==> src/rtl/tone_sequencer.sv <==
// Arbitrates the shared square-wave tone generator among alarm, timer-expiry and key-click
// requesters, producing timed on/off beep patterns from a tick prescaler.
module tone_sequencer #(
    parameter int TICK_DIV    = 1000000,
    parameter int ALARM_ON    = 20,
    parameter int ALARM_OFF   = 10,
    parameter int TIMER_ON    = 30,
    parameter int TIMER_OFF   = 15,
    parameter int TIMER_BEEPS = 2,
    parameter int KEY_ON      = 3,
    parameter int CW          = 8
) (
    input  logic clk,
    input  logic reset,
    input  logic alarm_act,
    input  logic timer_req,
    input  logic key_req,
    input  logic mute,
    output logic snd_en,
    output logic sw1_o,
    output logic sw2_o,
    output logic busy,
    output logic done
);

    localparam int PW = $clog2(TICK_DIV);
    localparam logic [PW-1:0] TICK_LAST = PW'(TICK_DIV - 1);
    localparam logic [CW-1:0] LAST_BEEP = CW'(TIMER_BEEPS - 1);
    localparam logic [CW-1:0] ONE       = CW'(1);

    typedef enum logic [1:0] {
        IDLE,
        TONE,
        GAP
    } state_t;

    typedef enum logic [1:0] {
        SRC_ALARM,
        SRC_TIMER,
        SRC_KEY
    } src_t;

    state_t        state, state_n;
    src_t          src, src_n, start_src;
    logic [CW-1:0] dur_cnt, dur_n;
    logic [CW-1:0] beep_cnt, beep_n;
    logic [PW-1:0] presc, presc_n;
    logic          pend_timer, pend_timer_n;
    logic          pend_key, pend_key_n;
    logic          done_q, done_n;
    logic          sw1_q, sw1_n;
    logic          sw2_q, sw2_n;
    logic          start;
    logic          tick;
    logic          seg_end;

    function automatic logic [CW-1:0] on_len(input src_t s);
        case (s)
            SRC_ALARM: on_len = CW'(ALARM_ON);
            SRC_TIMER: on_len = CW'(TIMER_ON);
            default:   on_len = CW'(KEY_ON);
        endcase
    endfunction

    function automatic logic [CW-1:0] off_len(input src_t s);
        case (s)
            SRC_ALARM: off_len = CW'(ALARM_OFF);
            default:   off_len = CW'(TIMER_OFF);
        endcase
    endfunction

    assign tick    = (state != IDLE) && (presc == TICK_LAST);
    assign seg_end = tick && (dur_cnt == ONE);

    always_ff @(posedge clk) begin
        if (reset) begin
            state      <= IDLE;
            src        <= SRC_ALARM;
            dur_cnt    <= '0;
            beep_cnt   <= '0;
            presc      <= '0;
            pend_timer <= 1'b0;
            pend_key   <= 1'b0;
            done_q     <= 1'b0;
            sw1_q      <= 1'b0;
            sw2_q      <= 1'b0;
        end else begin
            state      <= state_n;
            src        <= src_n;
            dur_cnt    <= dur_n;
            beep_cnt   <= beep_n;
            presc      <= presc_n;
            pend_timer <= pend_timer_n;
            pend_key   <= pend_key_n;
            done_q     <= done_n;
            sw1_q      <= sw1_n;
            sw2_q      <= sw2_n;
        end
    end

    always_comb begin
        state_n      = state;
        src_n        = src;
        dur_n        = dur_cnt;
        beep_n       = beep_cnt;
        presc_n      = (state == IDLE || tick) ? '0 : presc + 1'b1;
        pend_timer_n = pend_timer | timer_req;
        pend_key_n   = pend_key | key_req;
        done_n       = 1'b0;
        sw1_n        = sw1_q;
        sw2_n        = sw2_q;
        start        = 1'b0;
        start_src    = SRC_KEY;

        if (state != IDLE && tick && dur_cnt > ONE) begin
            dur_n = dur_cnt - 1'b1;
        end

        case (state)
            IDLE: begin
                if (alarm_act) begin
                    start     = 1'b1;
                    start_src = SRC_ALARM;
                end else if (pend_timer) begin
                    start        = 1'b1;
                    start_src    = SRC_TIMER;
                    pend_timer_n = 1'b0;
                    beep_n       = '0;
                end else if (pend_key) begin
                    start      = 1'b1;
                    start_src  = SRC_KEY;
                    pend_key_n = 1'b0;
                end
            end
            TONE, GAP: begin
                // An alarm preempts any other pattern; an interrupted timer is queued again.
                if (src != SRC_ALARM && alarm_act) begin
                    start     = 1'b1;
                    start_src = SRC_ALARM;
                    if (src == SRC_TIMER) begin
                        pend_timer_n = 1'b1;
                    end
                end else if (src == SRC_ALARM && !alarm_act) begin
                    state_n = IDLE;
                end else if (seg_end) begin
                    if (state == TONE) begin
                        if (src == SRC_KEY || (src == SRC_TIMER && beep_cnt == LAST_BEEP)) begin
                            state_n = IDLE;
                            done_n  = 1'b1;
                        end else begin
                            state_n = GAP;
                            dur_n   = off_len(src);
                            presc_n = '0;
                        end
                    end else begin
                        if (src == SRC_TIMER) begin
                            beep_n = beep_cnt + 1'b1;
                        end
                        start     = 1'b1;
                        start_src = src;
                    end
                end
            end
            default: state_n = IDLE;
        endcase

        if (start) begin
            state_n = TONE;
            src_n   = start_src;
            dur_n   = on_len(start_src);
            presc_n = '0;
            sw1_n   = (start_src == SRC_TIMER);
            sw2_n   = (start_src == SRC_ALARM);
        end

        if (mute) begin
            state_n      = IDLE;
            pend_timer_n = 1'b0;
            pend_key_n   = 1'b0;
            done_n       = 1'b0;
        end

        // Selects are released whenever the generator goes quiet between patterns.
        if (state_n == IDLE) begin
            sw1_n   = 1'b0;
            sw2_n   = 1'b0;
            dur_n   = '0;
            presc_n = '0;
        end
    end

    assign snd_en = (state == TONE);
    assign busy   = (state != IDLE);
    assign sw1_o  = sw1_q;
    assign sw2_o  = sw2_q;
    assign done   = done_q;

endmodule

==> config.mk <==
export PLATFORM = sky130hd
export DESIGN_NAME = tone_sequencer
export DESIGN_NICKNAME = d
export VERILOG_FILES = /design/src/rtl/tone_sequencer.sv
export SDC_FILE = /design/constraint.sdc
export NUM_CORES = 1
export LEC_CHECK = 0
export ABC_AREA = 1
export CAP_MARGIN = 30
export CORE_UTILIZATION = 45
export CTS_BUF_LIST = sky130_fd_sc_hd__clkbuf_8
export DETAILED_ROUTE_END_ITERATION = 12
export SYNTH_ARGS = -nofsm -noshare
export SYNTH_HDL_FRONTEND = slang
export SYNTH_SLANG_ARGS = --single-unit
==> constraint.sdc <==
create_clock -name clk -period 2.6 [get_ports clk]
set_input_delay 0.26 -clock clk [delete_from_list [all_inputs] [get_ports clk]]
set_output_delay 0.26 -clock clk [all_outputs]
set_load 0.01 [all_outputs]
==> flow_summary.json, run 1 <==
{
  "placed_cells": 562,
  "floorplan.rows": 30,
  "fin_nets": 488,
  "route.detailed.drc": 0,
  "dp_hpwl_microns": 5310,
  "diodes": 0,
  "fin_util_pct": 52.0,
  "path_clk_slew_ps": 90,
  "ys_ff_latch": 45,
  "setup_viol": 0,
  "hold_path_class": "register to register",
  "rsz0062_at_grt": "no",
  "start_kind": "register",
  "totalNegativeSetupSlack_ps": 0,
  "synth.area.top_cells": "dfxtp_1 28%, nand2_1 11%, nor2_4 8.5%",
  "p_leak_nw": 1.41,
  "cp-end-kind": "register",
  "fill_cells": 714,
  "worst_path_max_delay_cell": "dfxtp_1",
  "synth_cell_types": 43,
  "slew_headroom_pct": 69.0,
  "grt_max_degree": 21,
  "yosysTopAreaCellShare_pct": 28.3,
  "layout_common_cells": "90 x nand2_1, 58 x nor2_1, 51 x inv_1",
  "syn_to_final_growth_pct": 11.3,
  "grt_pass1_vias": 2661,
  "syn_nets": 470,
  "wl_microns": 6720,
  "grt_pass1_wl_microns": 11800,
  "cp_cell_sequence": "inv_1, ha_1, clkinv_1, nor2_1, nand2_4, nand2_8, nor2_1, nand2_4, nand2_8, nand2_4, buf_4, nor2_1",
  "cp_slowest_stage_delay_ps": 390,
  "hold_viol": 0,
  "ioPinCount": 11,
  "status": "complete, no violations",
  "final_area_sq_um": 3550,
  "grt-ovfl-total": 0,
  "die-area_sq_um": 7430,
  "hold_buffers": 0,
  "core-area_sq_um": 6830,
  "drt_pass1_iterations": 4,
  "place.port_buffers": 10,
  "worstHoldStart": "beep_cnt[6]",
  "cp.required_ps": 2800,
  "first_iter_violations": 123,
  "gp_congestion": 0.896,
  "crit_type": "register to register",
  "final_max_slew_viol_count": 0,
  "syn_inst": 455,
  "crit_arrival_ps": 2530,
  "yosysWarnings": 0,
  "die_w_microns": 86.2,
  "antenna_found_initial": 0,
  "cts_tree": "built",
  "skew_ps": 7.39,
  "p_per_area_nw_per_um2": 439,
  "cts_made_buffers": 5,
  "reg2reg_from": "state[1]",
  "tightest_slew_ps": 462,
  "seq_area_frac_synth_pct": 28.3,
  "drive_gt1_share_pct": 18.8,
  "path_max_fanout": 9,
  "fin_crit_sh_pct": 89.7,
  "cts_resized": 0,
  "irDropWorstVdd_mv": 0.270,
  "track_usage_pct": 20.2,
  "num_vias": 2760,
  "clk_latency_ps": 310,
  "avgViaCountPerCell": 4.84,
  "syn_avg_cell_area_sq_um": 7.01,
  "start_util_pct": 46.7,
  "fin_cells": 570,
  "fmax_mhz": 429,
  "dpl-instance-area_sq_um": 3410,
  "post-route-min-period_ps": 2330,
  "yosysTopAreaCell": "dfxtp_1",
  "fp.dieH_microns": 86.2,
  "cts_root_buffer": "clkbuf_8",
  "clock_path_buffers": 2,
  "cts_sinks": 45,
  "route.detailed.wl_per_inst_microns": 11.8,
  "drtAntennaViolNets": 0,
  "post_cts_buffers": 0,
  "synth_area_sq_um": 3190,
  "cap_violations": 0,
  "htree_num_levels": 2,
  "critPathLaunch": "state[1]",
  "layout_commonest_cell": "nand2_1"
}
==> routing by layer <==
| metal | track usage, % | part of all wire, % | vias up |
|---|---|---|---|
| li1 | - | - | 1498 |
| met1 | 25.8 | 50 | 1223 |
| met2 | 34.8 | 47 | 30 |
| met3 | 3.14 | 2.1 | 9 |
| met4 | 6.52 | 1.4 | 0 |
| met5 | 0 | 0 | - |
==> synth_stat cells (all sizes together) <==
| cell | number |
|---|---|
| nor2 | 87 |
| clkbuf | 2 |
| nand4 | 14 |
| a22oi | 1 |
| dfxtp | 45 |
| o211ai | 2 |
| o21ai | 15 |
| xnor2 | 3 |
| buf | 3 |
| o31ai | 1 |
| nand3b | 6 |
| or2 | 3 |
| nor3 | 13 |
| a21oi | 18 |
| inv | 70 |
| nor4b | 1 |
| a21o | 1 |
| nand3 | 36 |
| and2 | 2 |
| ha | 9 |
| nor4 | 7 |
| o311ai | 1 |
| a211oi | 2 |
| o32ai | 1 |
| mux2 | 1 |
| clkinv | 1 |
| nand2 | 104 |
| or3 | 1 |
| xor2 | 5 |
==> where the power goes <==
group | total (mW) | internal, mW | switching, mW
logic | 0.209 | 0.0728 | 0.136
registers | 0.712 | 0.700 | 0.0120
clock network | 0.637 | 0.382 | 0.255
==> state kept, by name (all words and copies together) (netlist names) <==
| name | count |
|---|---|
| state | 2 |
| presc | 20 |
| dur_cnt | 8 |
| pend_key | 1 |
| src | 2 |
| sw1_o | 1 |
| beep_cnt | 8 |
| done | 1 |
| sw2_o | 1 |
| pend_timer | 1 |
==> final cells by class <==
class,instances,area [sq um],area share (%)
clock buffer,5,68.8,1.94
timing repair buffer,16,158,4.44
sequential,45,901,25.4
multi-input combinational,334,1970,55.4
inverter,71,269,7.58
tap,96,120,3.38
clock inverter,3,65.1,1.83
==> cells by family after synthesis <==
logic type      after synthesis  synth area share, %
compound gates               42                 7.73
xor+xnor                      8                 2.20
fa+ha+maj                     9                 3.53
buf+inv                      76                 10.1
flops                        45                 28.3
mux                           1                0.353
simple gates                274                 47.8
==> per-stage QoR <==
stage | total power, mW | worst slack (ps) | hold WS [ps]
global placement | 0.935 | 298 | 462
global route | 1.63 | 49.7 | 498
CTS | 1.57 | 251 | 477
detailed placement | 0.937 | 256 | 464
floorplan | 0.882 | 577 | 329
finish | 1.56 | 267 | 472
==> worst paths after layout <==
path	slack [ps]	end	cells after the start
worst min register to register	470	beep_cnt[6]	2
worst max register to register	270	presc[11]	12
worst min-delay path	470	beep_cnt[6]	2
worst max-delay path	270	presc[11]	12
==> worst max-delay path: cells and delay by family (launching register included) <==
family / cells / cell delay (ps)
flops: 1 / 390
buf+inv: 3 / 590
fa+ha+maj: 1 / 350
simple gates: 8 / 890
(Power assumes the default switching activity.)
==> inputs of run 2 (changes only) <==
--- a/config.mk
+++ b/config.mk
@@ -7,9 +7,10 @@
 export LEC_CHECK = 0
 export ABC_AREA = 1
 export CAP_MARGIN = 30
-export CORE_UTILIZATION = 45
+export CORE_UTILIZATION = 60
 export CTS_BUF_LIST = sky130_fd_sc_hd__clkbuf_8
 export DETAILED_ROUTE_END_ITERATION = 12
+export PLACE_DENSITY = 0.84
 export SYNTH_ARGS = -nofsm -noshare
 export SYNTH_HDL_FRONTEND = slang
 export SYNTH_SLANG_ARGS = --single-unit
==> run 2 against run 1 <==
Wire length up 4.2%. Sequential share of layout area up 0.30 points. Critical path depth unchanged. Die area down 24%. Design area down 1.2%. Sequential power about the same. Flip-flop and latch count unchanged. Via count up 7.1%. Fmax down 3.6%. Non-clock buffer count unchanged. Critical path type unchanged. Largest cell class unchanged. Highest routed layer unchanged.
==> flow_summary.json, run 2 (synthesis gave the netlist of run 1 again) <==
{
  "start_util_pct": 62.4,
  "regMostFlops": "presc",
  "hold_path_class": "register to register",
  "die-area_sq_um": 5610,
  "drive_gt1_share_pct": 19.2,
  "worst-path-buf-inv": 3,
  "reg_top3": "presc x20, beep_cnt x8, dur_cnt x8",
  "core-area_sq_um": 5110,
  "p_leak_nw": 1.40,
  "slew_headroom_pct": 69.2,
  "cts_tree": "built",
  "track_usage_pct": 27.0,
  "cts_root_buffer": "clkbuf_8",
  "crit_type": "register to register",
  "grt-ovfl-total": 0,
  "cp.required_ps": 2790,
  "final_max_slew_viol_count": 0,
  "layout_commonest_cell": "nand2_1",
  "dpl-instance-area_sq_um": 3380,
  "irDropWorstVdd_mv": 0.276,
  "fin_nets": 488,
  "multi_input_area_sq_um": 1970,
  "start_kind": "register",
  "post_cts_buffers": 0,
  "cp-end-kind": "register",
  "skew_ps": 11.4,
  "worst_path_max_delay_cell": "dfxtp_1",
  "cts_made_buffers": 5,
  "reg2reg_from": "state[1]",
  "htree_num_levels": 2,
  "path_clk_slew_ps": 90,
  "fp.dieH_microns": 74.9,
  "syn_to_final_growth_pct": 10.0,
  "final_area_sq_um": 3510,
  "tightest_slew_ps": 459,
  "path_max_fanout": 12,
  "gp_congestion": 0.954,
  "first_iter_violations": 254,
  "p_per_area_nw_per_um2": 420,
  "cts_sinks": 45,
  "num_vias": 2956,
  "grt_pass1_wl_microns": 11700,
  "crit_top_cell": "nand2_4",
  "crit_arrival_ps": 2610,
  "hold_depth": 2,
  "route.detailed.drc": 0,
  "largest_register_ffs": 20,
  "hold_end": "beep_cnt[7]",
  "floorplan.rows": 26,
  "hold_viol": 0,
  "fin_crit_sh_pct": 93.1,
  "grt_pass1_vias": 2760,
  "ioPinCount": 11,
  "layout_common_cells": "90 x nand2_1, 56 x nor2_1, 52 x inv_1",
  "clock_path_buffers": 2,
  "totalNegativeSetupSlack_ps": 0,
  "critical-path-top-delay-family": "simple AND/OR/NAND/NOR gates",
  "status": "complete, no violations",
  "clk_latency_ps": 300,
  "die_w_microns": 74.9,
  "fill_cells": 454,
  "drt_pass1_iterations": 5,
  "wl_microns": 7000,
  "place.port_buffers": 10,
  "reg2reg_to": "presc[16]",
  "diodes": 0,
  "antenna_found_initial": 0,
  "cap_violations": 0,
  "setup_viol": 0,
  "fmax_mhz": 413,
  "worstHoldStart": "beep_cnt[7]",
  "reg2reg_depth": 12,
  "grt_max_degree": 21,
  "cp_cell_sequence": "inv_1, ha_1, clkinvlp_4, nor2_2, nand2_4, nand2_8, nor2_1, nand2_4, nand2_8, nand2_4, buf_4, nor2_4",
  "r2r_slack_ps": 180,
  "drtAntennaViolNets": 0,
  "cp_slowest_stage_delay_ps": 390,
  "dp_hpwl_microns": 5360,
  "seqCellArea_sq_um": 901,
  "post-route-min-period_ps": 2420,
  "route.detailed.wl_per_inst_microns": 12.9,
  "avgViaCountPerCell": 5.43
}
==> run 2: changes by cell type in the layout (fill, tap and decap cells not counted) <==
cell / before / now
clkinv_2: 1 / 0
clkinvlp_4: 0 / 1
nor2_2: 4 / 6
nor2_1: 58 / 56
clkinv_1: 1 / 0
bufinv_16: 2 / 1
clkbuf_8: 5 / 6
inv_1: 51 / 52
==> run 2: per-stage QoR <==
stage	util [%]	setup WS [ps]	power, mW	std cells	hold slack [ps]
floorplan	-	577	0.882	455	329
global placement	66.2	247	0.930	536	457
detailed placement	66.2	184	0.932	536	464
CTS	68.5	172	1.47	544	477
global route	68.7	-24.6	1.53	544	502
finish	68.7	179	1.47	544	472
==> run 2: area by class of cell <==
type,count,area share [%]
Clock buffer,6,2.35
Multi-Input combinational cell,334,56.2
Sequential cell,45,25.7
Timing Repair Buffer,16,4.49
Inverter,71,7.77
Tap cell,70,2.50
Clock inverter,2,0.963
==> run 2: worst max-delay path by stage <==
stage / slack, ps / cells past startpoint / to / start
after floorplan: 580 / 11 / beep_cnt[5] / state[1]
after global placement: 250 / 13 / presc[16] / alarm_act
after detailed placement: 180 / 13 / presc[16] / alarm_act
after CTS: 170 / 12 / presc[16] / state[1]
after global routing: -20 / 11 / beep_cnt[4] / state[1]
final: 180 / 12 / presc[16] / state[1]
==> run 2: repair_timing <==
action	4_1_cts	5_1_grt
resized for setup	0	4
hold buffers	0	0
setup endpoints to repair	0	10
==> run 2: power breakdown <==
part	internal (mW)	switching [mW]	leakage [nW]
registers	0.700	0.0115	0.364
logic	0.0733	0.138	0.974
clock network	0.310	0.240	0.0626
total	1.08	0.389	1.40
==> run 2: worst register-to-register path: cells and delay by family (launching register included) <==
family / cells / cell delay, ps
buffers and inverters: 3 / 590
adder cells (fa/ha/maj): 1 / 390
AND/OR/NAND/NOR: 8 / 930
flip-flops: 1 / 390
==> run 2: metal layers <==
layer  routed length [microns]  global-route usage (%)  part of all wire (%)  up-vias
li1                          -                       -                     -     1500
met1                      3050                    34.2                    43     1338
met2                      3410                    46.4                    49      105
met3                       444                    4.95                   6.3       13
met4                       100                    8.60                   1.4        0
met5                         0                       0                     0        -
